==> src/rtl/sv_seq.sv <==
`default_nettype none
// ============================================================================
//  Module   : sv_seq
//  Purpose  : Microcode sequencer. Fetches 16-bit words and resolves jumps and
//             end words locally. Issues datapath ops over valid/ready.
//             Optional: SEQ_WDOG_EN adds a fetch-count watchdog.
//  Revision : 1.0 - initial release
// ============================================================================
module sv_seq #(
    parameter int ADDR_W   = 8,
    parameter int IM_DEPTH = 128,
    parameter int WDOG_MAX = 4096
) (
    input  logic              clk,
    input  logic              areset,
    input  logic              start_i,
    output logic              busy_o,
    output logic              done_o,
    output logic              err_o,
    output logic [ADDR_W-1:0] iaddr_o,
    input  logic [15:0]       instr_i,
    output logic              op_valid_o,
    output logic [15:0]       op_o,
    input  logic              op_ready_i,
    input  logic              op_done_i,
    input  logic              flag_i
);

    typedef enum logic [2:0] {
        S_IDLE   = 3'd0,
        S_FETCH  = 3'd1,
        S_DECODE = 3'd2,
        S_ISSUE  = 3'd3,
        S_WAIT   = 3'd4,
        S_DONE   = 3'd5,
        S_ERR    = 3'd6
    } state_t;

    localparam logic [ADDR_W-1:0] LAST_ADDR = ADDR_W'(IM_DEPTH - 1);
    localparam logic [ADDR_W:0]   DEPTH     = (ADDR_W + 1)'(IM_DEPTH);

    state_t            state;
    logic [ADDR_W-1:0] pc;
    logic              flag;

    logic              is_op;
    logic              is_jump;
    logic              is_end;
    logic              taken;
    logic [ADDR_W-1:0] target;
    logic              target_bad;
    logic              pc_last;

    assign is_op      = ~instr_i[0];
    assign is_jump    = (instr_i[1:0] == 2'b01);
    assign is_end     = (instr_i[1:0] == 2'b11) && (instr_i[15:2] == 14'd0);
    assign target     = instr_i[ADDR_W+3:4];
    assign taken      = (instr_i[3:2] == 2'b11)
                      | ((instr_i[3:2] == 2'b01) &  flag)
                      | ((instr_i[3:2] == 2'b10) & ~flag);
    assign target_bad = ({1'b0, target} >= DEPTH);
    assign pc_last    = (pc == LAST_ADDR);
    assign iaddr_o    = pc;

`ifdef SEQ_WDOG_EN
    localparam int               WDOG_W     = $clog2(WDOG_MAX + 1);
    localparam logic [WDOG_W-1:0] WDOG_LIMIT = WDOG_W'(WDOG_MAX);
    logic [WDOG_W-1:0] fetch_cnt;
`endif

    // Outputs are set on the transition into the state that owns them, so
    // done_o/err_o/op_valid_o line up with their state and busy_o trails by one.
    always_ff @(posedge clk) begin
        if (areset) begin
            state      <= S_IDLE;
            pc         <= '0;
            flag       <= 1'b0;
            busy_o     <= 1'b0;
            done_o     <= 1'b0;
            err_o      <= 1'b0;
            op_valid_o <= 1'b0;
            op_o       <= '0;
`ifdef SEQ_WDOG_EN
            fetch_cnt  <= '0;
`endif
        end else begin
            done_o <= 1'b0;
            case (state)
                S_IDLE: begin
                    if (start_i) begin
                        state  <= S_FETCH;
                        pc     <= '0;
                        flag   <= 1'b0;
                        busy_o <= 1'b1;
                        err_o  <= 1'b0;
`ifdef SEQ_WDOG_EN
                        fetch_cnt <= '0;
`endif
                    end
                end
                S_FETCH: begin
`ifdef SEQ_WDOG_EN
                    if (fetch_cnt == WDOG_LIMIT) begin
                        state <= S_ERR;
                        err_o <= 1'b1;
                    end else begin
                        fetch_cnt <= fetch_cnt + WDOG_W'(1);
                        state     <= S_DECODE;
                    end
`else
                    state <= S_DECODE;
`endif
                end
                S_DECODE: begin
                    if (is_op) begin
                        state      <= S_ISSUE;
                        op_o       <= instr_i;
                        op_valid_o <= 1'b1;
                    end else if (is_jump && taken) begin
                        if (target_bad) begin
                            state <= S_ERR;
                            err_o <= 1'b1;
                        end else begin
                            state <= S_FETCH;
                            pc    <= target;
                        end
                    end else if (is_jump) begin
                        if (pc_last) begin
                            state <= S_ERR;
                            err_o <= 1'b1;
                        end else begin
                            state <= S_FETCH;
                            pc    <= pc + ADDR_W'(1);
                        end
                    end else if (is_end) begin
                        state  <= S_DONE;
                        done_o <= 1'b1;
                    end else begin
                        state <= S_ERR;
                        err_o <= 1'b1;
                    end
                end
                S_ISSUE: begin
                    if (op_ready_i) begin
                        op_valid_o <= 1'b0;
                        state      <= S_WAIT;
                    end
                end
                S_WAIT: begin
                    if (op_done_i) begin
                        flag <= flag_i;
                        if (pc_last) begin
                            state <= S_ERR;
                            err_o <= 1'b1;
                        end else begin
                            state <= S_FETCH;
                            pc    <= pc + ADDR_W'(1);
                        end
                    end
                end
                S_DONE: begin
                    busy_o <= 1'b0;
                    state  <= S_IDLE;
                end
                S_ERR: begin
                    busy_o <= 1'b0;
                    state  <= S_IDLE;
                end
                default: begin
                    busy_o <= 1'b0;
                    state  <= S_IDLE;
                end
            endcase
        end
    end

endmodule
`default_nettype wire

==> config.mk <==
export PLATFORM = sky130hd
export DESIGN_NAME = sv_seq
export DESIGN_NICKNAME = d
export VERILOG_FILES = /design/src/rtl/sv_seq.sv
export SDC_FILE = /design/constraint.sdc
export NUM_CORES = 1
export LEC_CHECK = 0
export CORE_AREA = 4 4 78 58
export DETAILED_ROUTE_END_ITERATION = 7
export DIE_AREA = 0 0 82 62
export PLACE_DENSITY = 0.85
export RECOVER_POWER = 100
export SYNTH_ARGS = -nofsm -noshare
export SYNTH_HDL_FRONTEND = slang
export SYNTH_SLANG_ARGS = --single-unit
==> constraint.sdc <==
create_clock -name clk -period 2.2 [get_ports clk]
set_input_delay 0.33 -clock clk [delete_from_list [all_inputs] [get_ports clk]]
set_output_delay 0.33 -clock clk [all_outputs]
set_load 0.02 [all_outputs]
==> impl_metrics.tcl, run 1 <==
set metrics [dict create \
    worst_slack_ns 0.170 \
    ff2ff_setup_slack_ns 0.20 \
    cts-root-buf "clkbuf_8" \
    final_core_util_pct 63.7 \
    clkTransAtPathRegs_ns 0.06 \
    crit_family "buffers and inverters" \
    status "finished clean" \
    synth_top_cell_by_area "dfxtp_1" \
    slowest_delay_ns 0.61 \
    finalNonFillerCells 341 \
    ys.flop_type "dfxtp_1" \
    synth_edf_count 0 \
    cts_max_level 2 \
    crit_chain "dlygate4sd3_1 -> nor3b_1 -> nor2_1 -> a211o_1 -> clkbuf_1 -> nor2_1 -> o32ai_1" \
    ys_ff_latch 31 \
    synth_nets 252 \
    relSlewSlack_pct 50.7 \
    whs_endpoint "op_o[13]" \
    finClkSkew_ns 0.0107 \
    cts_buffers 5 \
    drt_pass1_iterations 4 \
    synth.top_cell.area_share_pct 36.1 \
    cpMaxStageDelayCell "dlygate4sd3_1" \
    io_pins 50 \
    end_kind "flop" \
    die_area_um2 5080 \
    critPathKind "input port to flop" \
    grt_pass1_vias 1663 \
    num_rows 19 \
    worstMarginPinSlew_ns 0.737 \
    fin_crit_sh_pct 92.3 \
    crit_buf_inv 2 \
    synthCells 229 \
    yosys_warnings 0 \
    p_leak_nw 0.915 \
    synth_common_cells "nand2_1 (39), a21oi_1 (31), dfxtp_1 (31)" \
    setup_tns_ns 0 \
    cts_tree "yes" \
    r2r_start "state[1]" \
    r2r_cells 6 \
    vias 1883 \
    n_antenna_cell 0 \
    synthArstFlopShare_pct 0 \
    min_period_ns 2.03 \
    cp_common_cell "nor2_1" \
    yosysMostFrequentCell "nand2_1" \
    fmax_ghz 0.492 \
    clock_latency_ns 0.28 \
    hold_violations 0 \
    syn-mean-instance-area_um2 7.51 \
    dieHeight_um 62 \
    grt_max_degree 21 \
    synth_area_leaders "dfxtp_1 (36%), a21oi_1 (9.0%), nand2_1 (8.5%)" \
    cp.required_ns 2.33 \
    max_cap_violations 0 \
    place_ws_ns 0.0275 \
    drt_iter0_drc 176 \
    grt_overflow_total 0 \
    die_w_um 82 \
    vdd_drop_max_uv 385 \
    p_total_mw 1.64 \
    core-area_um2 3800 \
    min_from "op_o[13]" \
    ant_nets 0 \
    drc 0 \
    antenna_found_initial 0 \
    gp_congestion 0.894 \
    ys_seq_area_share_pct 36.1 \
    nNetsFinal 312 \
    wire_per_inst_um 14.2 \
    synth_area_um2 1720 \
    cts_resized 0 \
    critPathMaxFanout 5 \
    clk_path_buf_depth 2 \
    post-cts-setup-buffer-count 0 \
    worst-endpoint-arrival_ns 2.16 \
    placed_cells 334 \
    drv_slew 0 \
    drive_gt1_share_pct 10.7 \
    ys_types 46 \
    hpwl_um 3640 \
    cts_hold_buffers 0 \
    rsz0062_at_grt "no" \
    vias_per_cell 5.52 \
    cts_sinks 31 \
    initial_core_util_pct 45.2 \
    hold_depth 2 \
    rr_endpoint "iaddr_o[5]" \
    hp-class "flop to flop" \
    setup_viol 0 \
    port_buffers 48 \
    grt_pass1_wl_um 7720 \
    nFillCells 337 \
    area_growth_pct 40.9 \
    grt_util_all_layers_pct 19.8 \
    cp-start-kind "input port" \
    wl_um 4830 \
    p_per_area_nw_per_um2 676 \
]
==> per-stage QoR <==
stage / hold slack (ns) / cell area (µm²)
after floorplan: 0.455 / 1720
after global placement: 0.443 / 2340
after detailed placement: 0.447 / 2340
after CTS: 0.456 / 2430
after global routing: 0.468 / 2420
final: 0.450 / 2420
==> layer usage <==
| metal | track usage [%] | vias to the layer above | part of all wire, % |
|---|---|---|---|
| li1 | - | 951 | - |
| met1 | 29.1 | 854 | 47 |
| met2 | 29.1 | 69 | 44 |
| met3 | 4.18 | 9 | 8.1 |
| met4 | 5.92 | 0 | 1.1 |
| met5 | 0 | - | 0 |
==> sequential cells by signal (all words and copies together) (netlist names) <==
signal	count
flag	1
iaddr_o	8
op_o	15
done_o	1
op_valid_o	1
err_o	1
busy_o	1
state	3
==> final cells by class <==
class	instances	area (µm²)	area share (%)
Clock inverter	1	5.00	0.207
Tap cell	52	65.1	2.68
Multi-Input combinational cell	177	1000	41.4
Clock buffer	6	82.6	3.41
Timing Repair Buffer	69	628	25.9
Sequential cell	31	621	25.6
Inverter	5	18.8	0.774
==> kinds of logic after synthesis <==
family	after synthesis	share of synthesized area, %
AO/OA/AOI/OAI	68	24.9
XOR/XNOR	1	0.509
adder cells (fa/ha/maj)	1	0.727
buffers and inverters	21	5.75
flip-flops	31	36.1
multiplexers	3	1.82
other	1	0.218
AND/OR/NAND/NOR	103	30.0
==> cell usage in the layout, fill, tap and decap left out, types with 3 or more instances in the layout <==
master           count
nand2_1             39
a21oi_1             31
dfxtp_1             31
dlygate4sd3_1       28
clkdlybuf4s50_1     20
nor2_1              17
buf_4               17
nand3_1              8
o21ai_0              8
nor4_1               7
nor2b_1              6
nor3_1               6
clkbuf_8             6
nand2b_1             5
inv_1                5
a211oi_1             5
a31oi_1              4
nand4_1              3
o32ai_1              3
o21bai_1             3
==> tightest hold or removal path, stage by stage (launching register included) <==
cell,delay [ns]
dfxtp_1,0.30
nand2_1,0.05
a21oi_1,0.05
==> report_power, final <==
part	leakage (nW)	internal (mW)	switching, mW	total, mW
Combinational	0.616	0.239	0.295	0.534
Sequential	0.251	0.609	0.0514	0.660
Clock	0.0470	0.245	0.200	0.445
Total	0.915	1.09	0.546	1.64
==> how the worst max path moves through the flow <==
| stage | start | endpoint | slack (ns) | depth (start not counted) |
|---|---|---|---|---|
| 4_1_cts | iaddr_o[0] | state[1] | 0.24 | 6 |
| 5_1_grt | state[1] | iaddr_o[3] | 0.05 | 6 |
| 3_3_place_gp | instr_i[2] | iaddr_o[5] | 0.08 | 7 |
| 3_5_place_dp | instr_i[2] | iaddr_o[5] | 0.03 | 7 |
| 6_report | instr_i[0] | iaddr_o[1] | 0.17 | 7 |
| 2_1_floorplan | iaddr_o[0] | state[1] | 0.32 | 6 |
(Power assumes the default switching activity.)
==> run 2, diff against run 1 <==
- CORE_AREA: 4 4 78 58 -> 4 4 105 77
- DIE_AREA: 0 0 82 62 -> 0 0 109 81
- PLACE_DENSITY: 0.85 -> 0.55
==> run 2 against run 1 <==
  * Combinational power rose by 1%
  * Sequential power barely moved
  * Maximum frequency rose by 1.8%
  * Critical endpoint is now iaddr_o[5]
  * Clock skew fell by 0.0054 ns
  * First-iteration DRC count fell by 49%
  * Largest power group unchanged
  * Cell area rose by 4.6%
  * Largest cell class unchanged
  * Sequential cell count did not move
==> impl_metrics.tcl, run 2 (same netlist as run 1, synthesis figures left out) <==
set metrics [dict create \
    status "finished clean" \
    place_ws_ns -0.0338 \
    relSlewSlack_pct 64.8 \
    dpl-instance-area_um2 2430 \
    max_cap_violations 0 \
    fin_crit_sh_pct 90.7 \
    drt_pass1_iterations 4 \
    finalNonFillerCells 390 \
    grt_pass1_vias 1822 \
    num_rows 26 \
    hp-class "flop to flop" \
    path_depth 6 \
    ff2ff_setup_slack_ns 0.21 \
    hold_ws_ns 0.451 \
    port_buffers 48 \
    placed_cells 382 \
    rr_endpoint "iaddr_o[5]" \
    end_kind "flop" \
    grt_util_all_layers_pct 13.2 \
    wl_um 5490 \
    dieHeight_um 81 \
    setup_tns_ns 0 \
    whs_endpoint "op_o[8]" \
    min_from "op_o[8]" \
    die_area_um2 8830 \
    cpMaxStageDelayCell "dfxtp_1" \
    hold_depth 2 \
    p_total_mw 1.78 \
    nFillCells 750 \
    cp-start-kind "flop" \
    crit_family "simple AND/OR/NAND/NOR gates" \
    nNetsFinal 314 \
    switching_share_pct 31.7 \
    seqPwrFrac_pct 37.1 \
    fmax_ghz 0.501 \
    initial_core_util_pct 24.1 \
    ant_nets 0 \
    rsz0062_at_grt "no" \
    die_w_um 109 \
    netSwitchingPower_mw 0.565 \
    cts_buffers 5 \
    crit_chain "or3b_4 -> nor3b_2 -> buf_4 -> a32oi_1 -> o21bai_1 -> nor3b_1" \
    fin_area_um2 2540 \
    worstMarginPinSlew_ns 0.528 \
    cts_resized 0 \
    pwr-share-comb_pct 30.3 \
    hpwl_um 4160 \
    grt_pass1_wl_um 9270 \
    internal_power_mw 1.22 \
    final_core_util_pct 35.6 \
    drv_slew 0 \
    vdd_drop_max_uv 250 \
    clkTransAtPathRegs_ns 0.07 \
    slowest_delay_ns 0.60 \
    drc 0 \
    cp.required_ns 2.40 \
    post-cts-setup-buffer-count 0 \
    clock_power_share_pct 32.6 \
    clk_path_buf_depth 2 \
    worst-endpoint-arrival_ns 2.20 \
    drt_iter0_drc 90 \
    r2r_start "state[1]" \
    largest_reg_flops 15 \
    p_per_area_nw_per_um2 703 \
    cts_sinks 31 \
    final_cell_mix "nand2_1 (39), a21oi_1 (31), dfxtp_1 (31)" \
    critPathKind "flop to flop" \
    r2r_cells 6 \
    cts_hold_buffers 0 \
    vias_per_cell 4.76 \
    area_growth_pct 47.4 \
    cts_max_level 2 \
    n_antenna_cell 0 \
    p_leak_nw 0.944 \
    vias 1857 \
    wire_per_inst_um 14.1 \
    io_pins 50 \
    critPathMaxFanout 14 \
    layout_commonest_cell "nand2_1" \
    antenna_found_initial 0 \
    min_period_ns 1.99 \
    gp_congestion 0.848 \
    grt_overflow_total 0 \
    setup_viol 0 \
    hold_violations 0 \
    top_register "op_o" \
    cts-root-buf "clkbuf_8" \
    worst_slack_ns 0.205 \
    crit_buf_inv 1 \
    cts_tree "yes" \
    grt_max_degree 36 \
    drive_gt1_share_pct 11.6 \
    finClkSkew_ns 0.00529 \
    clock_latency_ns 0.28 \
    core-area_um2 7120 \
]
-- run 2: cell count changes in the layout (fill, tap and decap cells not counted) --
| cell | before | now |
|---|---|---|
| clkbuf_1 | 2 | 1 |
| buf_12 | 0 | 1 |
| ha_1 | 0 | 1 |
| buf_4 | 17 | 20 |
| clkdlybuf4s50_1 | 20 | 21 |
| nor3b_2 | 0 | 1 |
| nor3b_4 | 1 | 0 |
| ha_2 | 1 | 0 |
| clkbuf_2 | 1 | 0 |
| bufinv_16 | 0 | 1 |
| dlygate4sd3_1 | 28 | 27 |
-- run 2: worst max-delay path by stage --
stage | startpoint | end | slack [ns]
final | state[1] | iaddr_o[5] | 0.21
after global routing | state[1] | iaddr_o[5] | 0.04
after detailed placement | instr_i[0] | iaddr_o[4] | -0.03
after global placement | instr_i[0] | iaddr_o[4] | -0.04
after floorplan | iaddr_o[0] | state[1] | 0.32
after CTS | state[1] | iaddr_o[5] | 0.24
-- run 2: power by group through the flow --
stage | Clock (mW) | Sequential, mW | Combinational, mW
5_1_grt | 0.624 | 0.674 | 0.601
6_report | 0.582 | 0.662 | 0.540
3_3_place_gp | 0 | 0.677 | 0.554
3_5_place_dp | 0 | 0.676 | 0.555
4_1_cts | 0.595 | 0.664 | 0.559
2_1_floorplan | 0 | 0.699 | 0.316
-- run 2: worst min-delay path, cell delays in order (launching register included) --
cell	delay [ns]
dfxtp_1	0.31
nand2_1	0.05
a21oi_1	0.05
-- run 2: area by class of cell --
cell class                      instances  area, µm²  area share, %
Clock inverter                          2       35.0           1.38
Tap cell                               98        123           4.83
Sequential cell                        31        621           24.5
Inverter                                5       18.8          0.740
Clock buffer                            6       82.6           3.26
Timing Repair Buffer                   71        662           26.1
Multi-Input combinational cell        177        995           39.2
-- run 2: routing by layer --
metal | GRT usage [%] | part of all wire [%] | vias to the layer above
li1 | - | - | 950
met2 | 18.8 | 41 | 48
met4 | 3.03 | 0.27 | 0
met1 | 19.5 | 51 | 857
met3 | 3.57 | 8.0 | 2
met5 | 0 | 0 | -
